===== src/rtl/mem_arb_pkg.sv =====
// Shared types and default widths for the mem_arbiter slice.
package mem_arb_pkg;

  localparam int ADDR_W_DEF = 64;
  localparam int DATA_W_DEF = 64;

  typedef enum logic [1:0] {
    IDLE = 2'd0,
    REQ  = 2'd1,
    WAIT = 2'd2
  } state_t;

  typedef enum logic {
    OWN_IF = 1'b0,
    OWN_LS = 1'b1
  } owner_t;

endpackage


===== src/rtl/mem_arbiter_if.sv =====
// Bundle of fetch, load/store and memory-side signals around mem_arbiter.
// master = arbiter side, slave = requesters plus memory.
interface mem_arbiter_if
  import mem_arb_pkg::*;
#(
  parameter int ADDR_W = ADDR_W_DEF,
  parameter int DATA_W = DATA_W_DEF
);

  logic                  if_req_valid;
  logic                  if_req_ready;
  logic [ADDR_W-1:0]     if_addr;
  logic                  if_resp_valid;
  logic [DATA_W-1:0]     if_rdata;

  logic                  ls_req_valid;
  logic                  ls_req_ready;
  logic [ADDR_W-1:0]     ls_addr;
  logic                  ls_wen;
  logic [DATA_W-1:0]     ls_wdata;
  logic [DATA_W/8-1:0]   ls_wmask;
  logic                  ls_resp_valid;
  logic [DATA_W-1:0]     ls_rdata;

  logic                  mem_req_valid;
  logic                  mem_req_ready;
  logic [ADDR_W-1:0]     mem_addr;
  logic                  mem_wen;
  logic [DATA_W-1:0]     mem_wdata;
  logic [DATA_W/8-1:0]   mem_wmask;
  logic                  mem_resp_valid;
  logic [DATA_W-1:0]     mem_rdata;

  logic                  timeout_err;

  modport master (
    input  if_req_valid, if_addr,
    output if_req_ready, if_resp_valid, if_rdata,
    input  ls_req_valid, ls_addr, ls_wen, ls_wdata, ls_wmask,
    output ls_req_ready, ls_resp_valid, ls_rdata,
    output mem_req_valid, mem_addr, mem_wen, mem_wdata, mem_wmask,
    input  mem_req_ready, mem_resp_valid, mem_rdata,
    output timeout_err
  );

  modport slave (
    output if_req_valid, if_addr,
    input  if_req_ready, if_resp_valid, if_rdata,
    output ls_req_valid, ls_addr, ls_wen, ls_wdata, ls_wmask,
    input  ls_req_ready, ls_resp_valid, ls_rdata,
    input  mem_req_valid, mem_addr, mem_wen, mem_wdata, mem_wmask,
    output mem_req_ready, mem_resp_valid, mem_rdata,
    input  timeout_err
  );

endinterface


===== src/rtl/mem_arbiter_arb_grant.sv =====
// Grant picker for the two requesters. MEM_ARB_RR_EN selects round-robin,
// otherwise fixed priority with LSU over IF.
module arb_grant
  import mem_arb_pkg::*;
(
  input  logic   if_valid_i,
  input  logic   ls_valid_i,
  input  logic   en_i,
  input  owner_t last_i,
  output logic   gnt_if_o,
  output logic   gnt_ls_o
);

`ifdef MEM_ARB_RR_EN
  logic prefer_ls;

  // On contention, favour whichever side did not win last time.
  assign prefer_ls = (last_i == OWN_IF);
  assign gnt_ls_o  = en_i & ls_valid_i & (~if_valid_i | prefer_ls);
  assign gnt_if_o  = en_i & if_valid_i & (~ls_valid_i | ~prefer_ls);
`else
  logic unused_last;

  assign unused_last = last_i;
  assign gnt_ls_o    = en_i & ls_valid_i;
  assign gnt_if_o    = en_i & if_valid_i & ~ls_valid_i;
`endif

endmodule


===== src/rtl/mem_arbiter.sv =====
// Shares one memory port between fetch and load/store, one transaction in
// flight, with a response watchdog. Optional MEM_ARB_RR_EN: round-robin grant.
module mem_arbiter
  import mem_arb_pkg::*;
#(
  parameter int ADDR_W  = ADDR_W_DEF,
  parameter int DATA_W  = DATA_W_DEF,
  parameter int TIMEOUT = 255
) (
  input  logic          clk,
  input  logic          reset,
  mem_arbiter_if.master bus
);

  localparam int CNT_W = $clog2(TIMEOUT + 1);

  state_t                state_q, state_d;
  owner_t                owner_q, owner_d;
  owner_t                last_q, last_d;
  logic [ADDR_W-1:0]     addr_q, addr_d;
  logic                  wen_q, wen_d;
  logic [DATA_W-1:0]     wdata_q, wdata_d;
  logic [DATA_W/8-1:0]   wmask_q, wmask_d;
  logic [CNT_W-1:0]      cnt_q, cnt_d;
  logic                  err_q, err_d;

  logic gnt_if, gnt_ls;
  logic mem_done, tmo_fire, resp_fire;

  // Readys are forced low while reset is held so nothing is offered then.
  arb_grant u_grant (
    .if_valid_i (bus.if_req_valid),
    .ls_valid_i (bus.ls_req_valid),
    .en_i       ((state_q == IDLE) && !reset),
    .last_i     (last_q),
    .gnt_if_o   (gnt_if),
    .gnt_ls_o   (gnt_ls)
  );

  assign mem_done  = (state_q == WAIT) && bus.mem_resp_valid;
  // A real response in the final cycle wins over the abort.
  assign tmo_fire  = ((state_q == REQ) || (state_q == WAIT)) &&
                     (cnt_q == CNT_W'(TIMEOUT - 1)) && !mem_done;
  assign resp_fire = mem_done || tmo_fire;

  assign bus.if_req_ready  = gnt_if;
  assign bus.ls_req_ready  = gnt_ls;
  assign bus.if_resp_valid = resp_fire && (owner_q == OWN_IF);
  assign bus.ls_resp_valid = resp_fire && (owner_q == OWN_LS);
  assign bus.if_rdata      = (mem_done && (owner_q == OWN_IF)) ? bus.mem_rdata : '0;
  assign bus.ls_rdata      = (mem_done && (owner_q == OWN_LS)) ? bus.mem_rdata : '0;

  assign bus.mem_req_valid = (state_q == REQ);
  assign bus.mem_addr      = addr_q;
  assign bus.mem_wen       = wen_q;
  assign bus.mem_wdata     = wdata_q;
  assign bus.mem_wmask     = wmask_q;
  assign bus.timeout_err   = err_q | tmo_fire;

  always_comb begin
    state_d = state_q;
    owner_d = owner_q;
    last_d  = last_q;
    addr_d  = addr_q;
    wen_d   = wen_q;
    wdata_d = wdata_q;
    wmask_d = wmask_q;
    cnt_d   = cnt_q;
    err_d   = err_q;

    case (state_q)
      IDLE: begin
        if (gnt_ls) begin
          owner_d = OWN_LS;
          last_d  = OWN_LS;
          addr_d  = bus.ls_addr;
          wen_d   = bus.ls_wen;
          wdata_d = bus.ls_wdata;
          wmask_d = bus.ls_wmask;
          cnt_d   = '0;
          state_d = REQ;
        end else if (gnt_if) begin
          owner_d = OWN_IF;
          last_d  = OWN_IF;
          addr_d  = bus.if_addr;
          wen_d   = 1'b0;
          wdata_d = '0;
          wmask_d = '0;
          cnt_d   = '0;
          state_d = REQ;
        end
      end
      REQ: begin
        cnt_d = cnt_q + CNT_W'(1);
        if (tmo_fire) begin
          err_d   = 1'b1;
          state_d = IDLE;
        end else if (bus.mem_req_ready) begin
          state_d = WAIT;
        end
      end
      WAIT: begin
        cnt_d = cnt_q + CNT_W'(1);
        if (mem_done) begin
          state_d = IDLE;
        end else if (tmo_fire) begin
          err_d   = 1'b1;
          state_d = IDLE;
        end
      end
      default: state_d = IDLE;
    endcase
  end

  always_ff @(posedge clk or posedge reset) begin
    if (reset) begin
      state_q <= IDLE;
      owner_q <= OWN_IF;
      last_q  <= OWN_IF;
      addr_q  <= '0;
      wen_q   <= 1'b0;
      wdata_q <= '0;
      wmask_q <= '0;
      cnt_q   <= '0;
      err_q   <= 1'b0;
    end else begin
      state_q <= state_d;
      owner_q <= owner_d;
      last_q  <= last_d;
      addr_q  <= addr_d;
      wen_q   <= wen_d;
      wdata_q <= wdata_d;
      wmask_q <= wmask_d;
      cnt_q   <= cnt_d;
      err_q   <= err_d;
    end
  end

endmodule


===== src/flat_wrapper.sv =====
// flat-port wrapper written by rule: the top's interface ports become plain ports
module mem_arbiter_flat import mem_arb_pkg::*;
#(
  parameter int ADDR_W  = ADDR_W_DEF,
  parameter int DATA_W  = DATA_W_DEF,
  parameter int TIMEOUT = 255
)
  (clk, reset, bus_if_req_valid, bus_if_addr, bus_if_req_ready, bus_if_resp_valid, bus_if_rdata, bus_ls_req_valid, bus_ls_addr, bus_ls_wen, bus_ls_wdata, bus_ls_wmask, bus_ls_req_ready, bus_ls_resp_valid, bus_ls_rdata, bus_mem_req_valid, bus_mem_addr, bus_mem_wen, bus_mem_wdata, bus_mem_wmask, bus_mem_req_ready, bus_mem_resp_valid, bus_mem_rdata, bus_timeout_err);
  mem_arbiter_if #(.ADDR_W(ADDR_W), .DATA_W(DATA_W)) bus_i ();
  input  logic clk;
  input  logic reset;
  input wire logic [$bits(bus_i.if_req_valid)-1:0] bus_if_req_valid;
  input wire logic [$bits(bus_i.if_addr)-1:0] bus_if_addr;
  output wire logic [$bits(bus_i.if_req_ready)-1:0] bus_if_req_ready;
  output wire logic [$bits(bus_i.if_resp_valid)-1:0] bus_if_resp_valid;
  output wire logic [$bits(bus_i.if_rdata)-1:0] bus_if_rdata;
  input wire logic [$bits(bus_i.ls_req_valid)-1:0] bus_ls_req_valid;
  input wire logic [$bits(bus_i.ls_addr)-1:0] bus_ls_addr;
  input wire logic [$bits(bus_i.ls_wen)-1:0] bus_ls_wen;
  input wire logic [$bits(bus_i.ls_wdata)-1:0] bus_ls_wdata;
  input wire logic [$bits(bus_i.ls_wmask)-1:0] bus_ls_wmask;
  output wire logic [$bits(bus_i.ls_req_ready)-1:0] bus_ls_req_ready;
  output wire logic [$bits(bus_i.ls_resp_valid)-1:0] bus_ls_resp_valid;
  output wire logic [$bits(bus_i.ls_rdata)-1:0] bus_ls_rdata;
  output wire logic [$bits(bus_i.mem_req_valid)-1:0] bus_mem_req_valid;
  output wire logic [$bits(bus_i.mem_addr)-1:0] bus_mem_addr;
  output wire logic [$bits(bus_i.mem_wen)-1:0] bus_mem_wen;
  output wire logic [$bits(bus_i.mem_wdata)-1:0] bus_mem_wdata;
  output wire logic [$bits(bus_i.mem_wmask)-1:0] bus_mem_wmask;
  input wire logic [$bits(bus_i.mem_req_ready)-1:0] bus_mem_req_ready;
  input wire logic [$bits(bus_i.mem_resp_valid)-1:0] bus_mem_resp_valid;
  input wire logic [$bits(bus_i.mem_rdata)-1:0] bus_mem_rdata;
  output wire logic [$bits(bus_i.timeout_err)-1:0] bus_timeout_err;
  assign bus_i.if_req_valid = bus_if_req_valid;
  assign bus_i.if_addr = bus_if_addr;
  assign bus_if_req_ready = bus_i.if_req_ready;
  assign bus_if_resp_valid = bus_i.if_resp_valid;
  assign bus_if_rdata = bus_i.if_rdata;
  assign bus_i.ls_req_valid = bus_ls_req_valid;
  assign bus_i.ls_addr = bus_ls_addr;
  assign bus_i.ls_wen = bus_ls_wen;
  assign bus_i.ls_wdata = bus_ls_wdata;
  assign bus_i.ls_wmask = bus_ls_wmask;
  assign bus_ls_req_ready = bus_i.ls_req_ready;
  assign bus_ls_resp_valid = bus_i.ls_resp_valid;
  assign bus_ls_rdata = bus_i.ls_rdata;
  assign bus_mem_req_valid = bus_i.mem_req_valid;
  assign bus_mem_addr = bus_i.mem_addr;
  assign bus_mem_wen = bus_i.mem_wen;
  assign bus_mem_wdata = bus_i.mem_wdata;
  assign bus_mem_wmask = bus_i.mem_wmask;
  assign bus_i.mem_req_ready = bus_mem_req_ready;
  assign bus_i.mem_resp_valid = bus_mem_resp_valid;
  assign bus_i.mem_rdata = bus_mem_rdata;
  assign bus_timeout_err = bus_i.timeout_err;
  mem_arbiter #(.ADDR_W(ADDR_W), .DATA_W(DATA_W), .TIMEOUT(TIMEOUT)) u_core (.clk(clk), .reset(reset), .bus(bus_i));
endmodule

===== config.mk =====
export PLATFORM = sky130hd
export DESIGN_NAME = mem_arbiter_flat
export DESIGN_NICKNAME = d
export VERILOG_FILES = /design/src/rtl/mem_arb_pkg.sv /design/src/rtl/mem_arbiter_if.sv /design/src/rtl/mem_arbiter_arb_grant.sv /design/src/rtl/mem_arbiter.sv /design/src/flat_wrapper.sv
export SDC_FILE = /design/constraint.sdc
export NUM_CORES = 1
export LEC_CHECK = 0
export BUFFER_PORTS_ARGS = -buffer_cell sky130_fd_sc_hd__clkbuf_2
export CORE_AREA = 2 2 214 216
export CTS_CLUSTER_SIZE = 20
export DETAILED_ROUTE_END_ITERATION = 7
export DIE_AREA = 0 0 216 218
export REMOVE_ABC_BUFFERS = 1
export SLEW_MARGIN = 20
export SYNTH_ARGS = -nofsm -noshare
export SYNTH_HDL_FRONTEND = slang
export SYNTH_SLANG_ARGS = --single-unit

===== constraint.sdc =====
create_clock -name clk -period 9 [get_ports clk]
set_input_delay 0.9 -clock clk [delete_from_list [all_inputs] [get_ports clk]]
set_output_delay 0.9 -clock clk [all_outputs]
set_load 0.01 [all_outputs]

==> metrics.txt, run 1 <==
IR drop worst, VDD=0.202 mV; Synth top area share=52.4%; status=completed; Iter 0 DRT Violations=241; root buffer cell=clkbuf_16; adder-cell area share of the yosys netlist=1.23%; global route overflow=0; final WL=32,800 µm; Critical Path Sink Type=primary output; Chip Width=216 µm; CTS sink count=149; Synth top cells by count=dfrtp_1 (149), and2_1 (129), a22o_1 (73); Max Cap Violations=0; Setup TNS Final=0 ps; post-synth top area cell=dfrtp_1; combinational power share=38.6%; hold path depth=1; clock buffer depth=2; CP required=8100 ps; hold_buf cts=0; CTS tree=yes; final clock skew=16.7 ps; Register-to-Register Path Depth=7; Vias/cell=3.93; GRT Total Usage=13.6%; period utilization=40.1%; net count reported at finish=1,458; htree depth=4; Period minus WS final=3610 ps; Sw Share=37.4%; xor/xnor cell area share of the yosys netlist=0.123%; Final ANT Viol Nets=0; most frequent cell after synthesis=dfrtp_1; critical path peak fanout=83; unrepaired setup endpoints after global routing=false; Max Clock Freq=0.277 GHz; ys async rst share=100%; DRC violations left=0; Pint=1.98 mW; Cells after Synth=666; Min-Delay Path Class=flop to flop; Seq pwr share=36.8%; HPWL Detailed=27,000 µm; IO Port Bufs=541; P_leak=6.17 nW; vias=7,067; post-synth cell types=30; Final setup viols=0; Core ar.=44,900 µm²; Power Dens Cells=288 nW/µm²; DIE HEIGHT=218 µm; pin count of the biggest net entering global routing=84; R2R Path Start=u_core.state_q[1]; post-synthesis compound-gate area fraction=15.9%; Synth Cell Area=7110 µm²; synth top area cells=dfrtp_1 (52%), and2_1 (11%), mux2i_1 (9.0%); Worst-path clk slew=60 ps; WHS Endpoint=u_core.err_q; drt first pass iters=4; Initial Util=15.8%; mux share of post-synthesis cell area=9.16%; reg2reg setup slack=5750 ps; Avg Cell Area, Syn=10.7 µm²; layout cell share with drive strength beyond 1=49.1%; initial antenna violation count=17; register bit total from synthesis=149; worst relative slew slack=36.0%; YS warnings=0; Ports=542; total CTS buffers=17; Arr. time, crit path=2710 ps; DR WL/cell=18.2 µm; register area share after synthesis=52.4%; Worst Min Path Start=u_core.err_q; EDFF count, synth=0; largest family of logic cells by synthesized area=simple AND/OR/NAND/NOR gates; pin slew with the least headroom to its limit=958 ps; fin. max-slew vios=0; Core Util, Final=24.5%; startpoint types=input pin; Final WS setup=5390 ps; Final Hold Vio Count=0; pre-CTS setup slack=4920 ps; post-CTS setup buffers=0; Layout area overhead=54.9%; Worst R2R End=u_core.bus.mem_wdata[21]; Simple-Gate Fraction of Synth Area=16.8%; number of global-route vias before repair=7,075; Rows=78; Post-CTS Resized=0; Worst-Skew Late Latency=450 ps; Main synth FF type=dfrtp_1; wire length of the first global-routing pass=46,000 µm; RePlAce Congestion=0.882; CP Class=input pin to primary output; clock share of power=24.6%; Switching Power=1.19 mW; Die ar.=47,100 µm²
==> power by group through the flow <==
stage          logic, mW  clock network (mW)  registers [mW]
2_1_floorplan      0.536                   0            1.27
4_1_cts             1.26               0.807            1.17
5_1_grt             1.35               0.836            1.20
3_5_place_dp        1.26                   0            1.16
6_report            1.22               0.779            1.17
3_3_place_gp        1.23                   0            1.17
==> metrics by stage <==
| stage | hold WS (ps) | area (µm²) | power [mW] | instances |
|---|---|---|---|---|
| after floorplan | 434 | 6830 | 1.81 | 614 |
| after global placement | 454 | 10400 | 2.41 | 1761 |
| after detailed placement | 460 | 10400 | 2.43 | 1761 |
| after CTS | 475 | 11000 | 3.23 | 1793 |
| after global routing | 505 | 11000 | 3.39 | 1797 |
| final | 475 | 11000 | 3.17 | 1797 |
==> metal layers <==
metal	vias to the layer above	wire (µm)	GRT usage (%)
li1	3341	-	-
met1	3280	11600	13.6
met2	395	17800	26.0
met3	49	2550	4.16
met4	2	859	5.39
met5	-	13	0
==> sequential cells by signal, summed over array words and instances (netlist names) <==
signal	count
u_core.bus.mem_wdata	64
u_core.bus.mem_addr	64
u_core.owner_q	1
u_core.state_q	2
u_core.cnt_q	8
u_core.bus.mem_wen	1
u_core.err_q	1
u_core.bus.mem_wmask	8
==> worst max-delay path by stage <==
stage	slack [ps]	end	startpoint	cells past startpoint
2_1_floorplan	-1990	u_core.bus.mem_wdata[0]	reset	4
3_3_place_gp	5020	u_core.bus.mem_wdata[5]	reset	7
3_5_place_dp	4920	u_core.bus.mem_wdata[21]	reset	7
4_1_cts	5250	bus_if_req_ready	reset	5
5_1_grt	5080	bus_if_req_ready	reset	5
6_report	5390	bus_ls_req_ready	reset	4
==> cell type report <==
type / count / area, µm²
timing repair buffer: 547 / 2750
fill: 4849 / 33900
sequential: 149 / 3730
multi-input combinational: 459 / 3110
tap: 600 / 751
antenna: 4 / 10.0
clock inverter: 14 / 201
clock buffer: 18 / 439
inverter: 6 / 27.5
==> cell families (layout without fill, tap and decap cells) <==
| family | count (synthesis) | after routing |
|---|---|---|
| compound gates | 162 | 162 |
| xor+xnor | 1 | 1 |
| fa+ha+maj | 7 | 7 |
| buf+inv | 58 | 585 |
| flops | 149 | 149 |
| mux | 65 | 65 |
| other cells | 0 | 4 |
| simple gates | 224 | 224 |
==> placed cells by master, fill, tap and decap left out, types with 4 or more instances in the layout <==
cell type / netlist / layout
a22o_1: 73 / 73
and2_1: 129 / 129
buf_4: 3 / 6
bufinv_16: 0 / 4
clkbuf_16: 0 / 17
clkbuf_2: 0 / 541
clkinv_4: 0 / 5
dfrtp_1: 149 / 149
diode_2: 0 / 4
ha_1: 7 / 7
inv_1: 6 / 5
mux2i_1: 64 / 64
nand2_1: 72 / 72
nor2_1: 9 / 8
o21ai_0: 70 / 70
o31ai_1: 6 / 6
==> worst max-delay path, stage by stage <==
cell and delay, ps:
clkbuf_2 120, inv_6 560, and3_4 760, clkbuf_2 250
No activity file was read; power rests on OpenSTA's default activity.
==> inputs of run 2 (changes only) <==
--- a/config.mk
+++ b/config.mk
@@ -6,10 +6,10 @@
 export NUM_CORES = 1
 export LEC_CHECK = 0
 export BUFFER_PORTS_ARGS = -buffer_cell sky130_fd_sc_hd__clkbuf_2
-export CORE_AREA = 2 2 214 216
+export CORE_AREA = 2 2 213 215
 export CTS_CLUSTER_SIZE = 20
 export DETAILED_ROUTE_END_ITERATION = 7
-export DIE_AREA = 0 0 216 218
+export DIE_AREA = 0 0 215 217
 export REMOVE_ABC_BUFFERS = 1
 export SLEW_MARGIN = 20
 export SYNTH_ARGS = -nofsm -noshare
==> constraint.sdc (replaced) <==
create_clock -name clk -period 3.1 [get_ports clk]
set_input_delay 0.31 -clock clk [delete_from_list [all_inputs] [get_ports clk]]
set_output_delay 0.31 -clock clk [all_outputs]
set_load 0.01 [all_outputs]
==> metrics.txt, run 2 (synthesis gave the netlist of run 1 again) <==
Worst-path clk slew=60 ps (about the same); period utilization=82.9%; total CTS buffers=17 (unchanged); pin count of the biggest net entering global routing=148 (+76%); Initial Util=15.9% (+0.069 points); final WL=31,500 µm (-3.8%); startpoint types=flop; commonest non-fill, non-tap cell in the layout=clkbuf_2; worst relative slew slack=42.9% (+6.9 points); critical path peak fanout=77 (-7.2%); IO Port Bufs=541 (unchanged); most frequent cells in the layout=clkbuf_2 (541), dfrtp_1 (149), and2_1 (129); Vias/cell=3.89 (-1.0%); Inst Count DP=1,764 (+0.17%); P_leak=6.20 nW (+0.61%); Core ar.=44,700 µm² (-0.43%); Arr. time, crit path=2260 ps (-450 ps); Chip Width=215 µm (-0.46%); RePlAce Congestion=1.08 (+23%); CP required=2790 ps (-5310 ps); wire length of the first global-routing pass=45,500 µm (-1.1%); Min-Delay Path Class=input pin to flop; status=completed; fin. max-slew vios=0 (unchanged); GRT Total Usage=13.4% (-0.17 points); root buffer cell=clkbuf_16; DR WL/cell=17.4 µm (-4.5%); Non-Filler Instances=1,811 (+0.78%); Ports=542 (unchanged); htree depth=4 (unchanged); Final Hold Vio Count=0 (unchanged); global route overflow=0 (unchanged); Max Clock Freq=0.389 GHz; CP endpoint=bus_ls_req_ready; R2R Path Start=u_core.state_q[0]; drt first pass iters=4 (unchanged); layout cell share with drive strength beyond 1=48.5% (-0.66 points); Iter 0 DRT Violations=317 (+32%); net count reported at finish=1,472 (+0.96%); Period minus WS final=2570 ps; Die ar.=46,700 µm² (-0.92%); Worst setup startpoint=u_core.state_q[0]; Final setup viols=0 (unchanged); vias=7,048 (-0.27%); HPWL Detailed=25,900 µm (-4.2%); Worst-Skew Late Latency=460 ps (about the same); Max Cap Violations=0 (unchanged); Layout area overhead=56.0%; Power Dens Cells=805 nW/µm² (+180%); CTS tree=yes; Final ANT Viol Nets=0 (unchanged); post-CTS setup buffers=0 (unchanged); Core Util, Final=24.8% (+0.28 points); Register-to-Register Path Depth=6 (-1); Critical Path Sink Type=primary output; final clock skew=16.2 ps (-0.523 ps); reg2reg setup slack=840 ps (-4910 ps); Worst R2R End=u_core.bus.mem_wen; DRC violations left=0 (unchanged); unrepaired setup endpoints after global routing=false; number of global-route vias before repair=7,010 (-0.92%); IR drop worst, VDD=0.467 mV (+130%); CTS sink count=149 (unchanged); initial antenna violation count=12 (-5); pin slew with the least headroom to its limit=857 ps (-100 ps); clock buffer depth=2 (unchanged); Rows=78 (unchanged); CP Class=flop to primary output; DIE HEIGHT=217 µm (-0.46%)
-- run 2: cell count changes in the layout (fill, tap and decap cells not counted) --
cell	change
clkinv_2	+4
clkinv_4	-3
clkinvlp_4	-2
diode_2	+2
bufinv_16	-3
dlygate4sd3_1	+11
buf_12	+4
clkbuf_1	+3
inv_6	-1
buf_4	-1
-- run 2: worst min-delay path by stage --
stage | from | to | slack, ps | cells after the start
3_3_place_gp | reset | u_core.state_q[0] | 200 | 2
6_report | bus_ls_addr[42] | u_core.bus.mem_addr[42] | 50 | 3
4_1_cts | bus_ls_addr[42] | u_core.bus.mem_addr[42] | 0.5 | 3
2_1_floorplan | bus_ls_addr[0] | u_core.bus.mem_addr[0] | 430 | 2
5_1_grt | bus_ls_addr[39] | u_core.bus.mem_addr[39] | 40 | 3
3_5_place_dp | reset | u_core.state_q[0] | 210 | 2
-- run 2: cell type report --
class / count / area [µm²]
fillers: 4844 / 33600
flip-flops and latches: 149 / 3730
multi-input cells: 459 / 3110
repair buffers: 561 / 2940
well taps: 600 / 751
clock buffers: 21 / 450
clock inverters: 9 / 81.3
inverters: 6 / 27.5
diodes: 6 / 15.0
-- run 2: metrics by stage --
stage	power [mW]	hold WS, ps	setup slack, ps	setup TNS [ps]	cell area (µm²)
floorplan	5.25	427	-7300	-1055320	6830
global placement	7.03	205	976	0	10400
detailed placement	7.09	206	888	0	10400
CTS	9.13	0.481	461	0	11100
global route	9.59	37.4	367	0	11100
finish	8.94	51.5	532	0	11100
-- run 2: repair_timing --
action,4_1_cts,5_1_grt
gates resized for setup,0,0
hold buffers,11,0
hold endpoints to repair,12,0
-- run 2: critical path, stage by stage, from the launching register on --
cell	delay (ps)
dfrtp_1	410
inv_1	130
ha_1	320
and3_4	410
buf_12	320
clkbuf_2	200
-- run 2: power breakdown --
part | internal (mW) | leakage [nW] | switching (mW)
Sequential | 2.82 | 1.90 | 0.549
Clock | 1.11 | 0.267 | 0.826
Combinational | 1.59 | 4.04 | 2.04
Total | 5.52 | 6.20 | 3.42
-- run 2: per-layer routing --
metal	global-route usage, %	wire (µm)	vias to the layer above
li1	-	-	3369
met1	14.2	11500	3209
met2	23.7	16200	405
met3	3.84	2250	65
met4	8.02	1570	0
met5	0	0	-
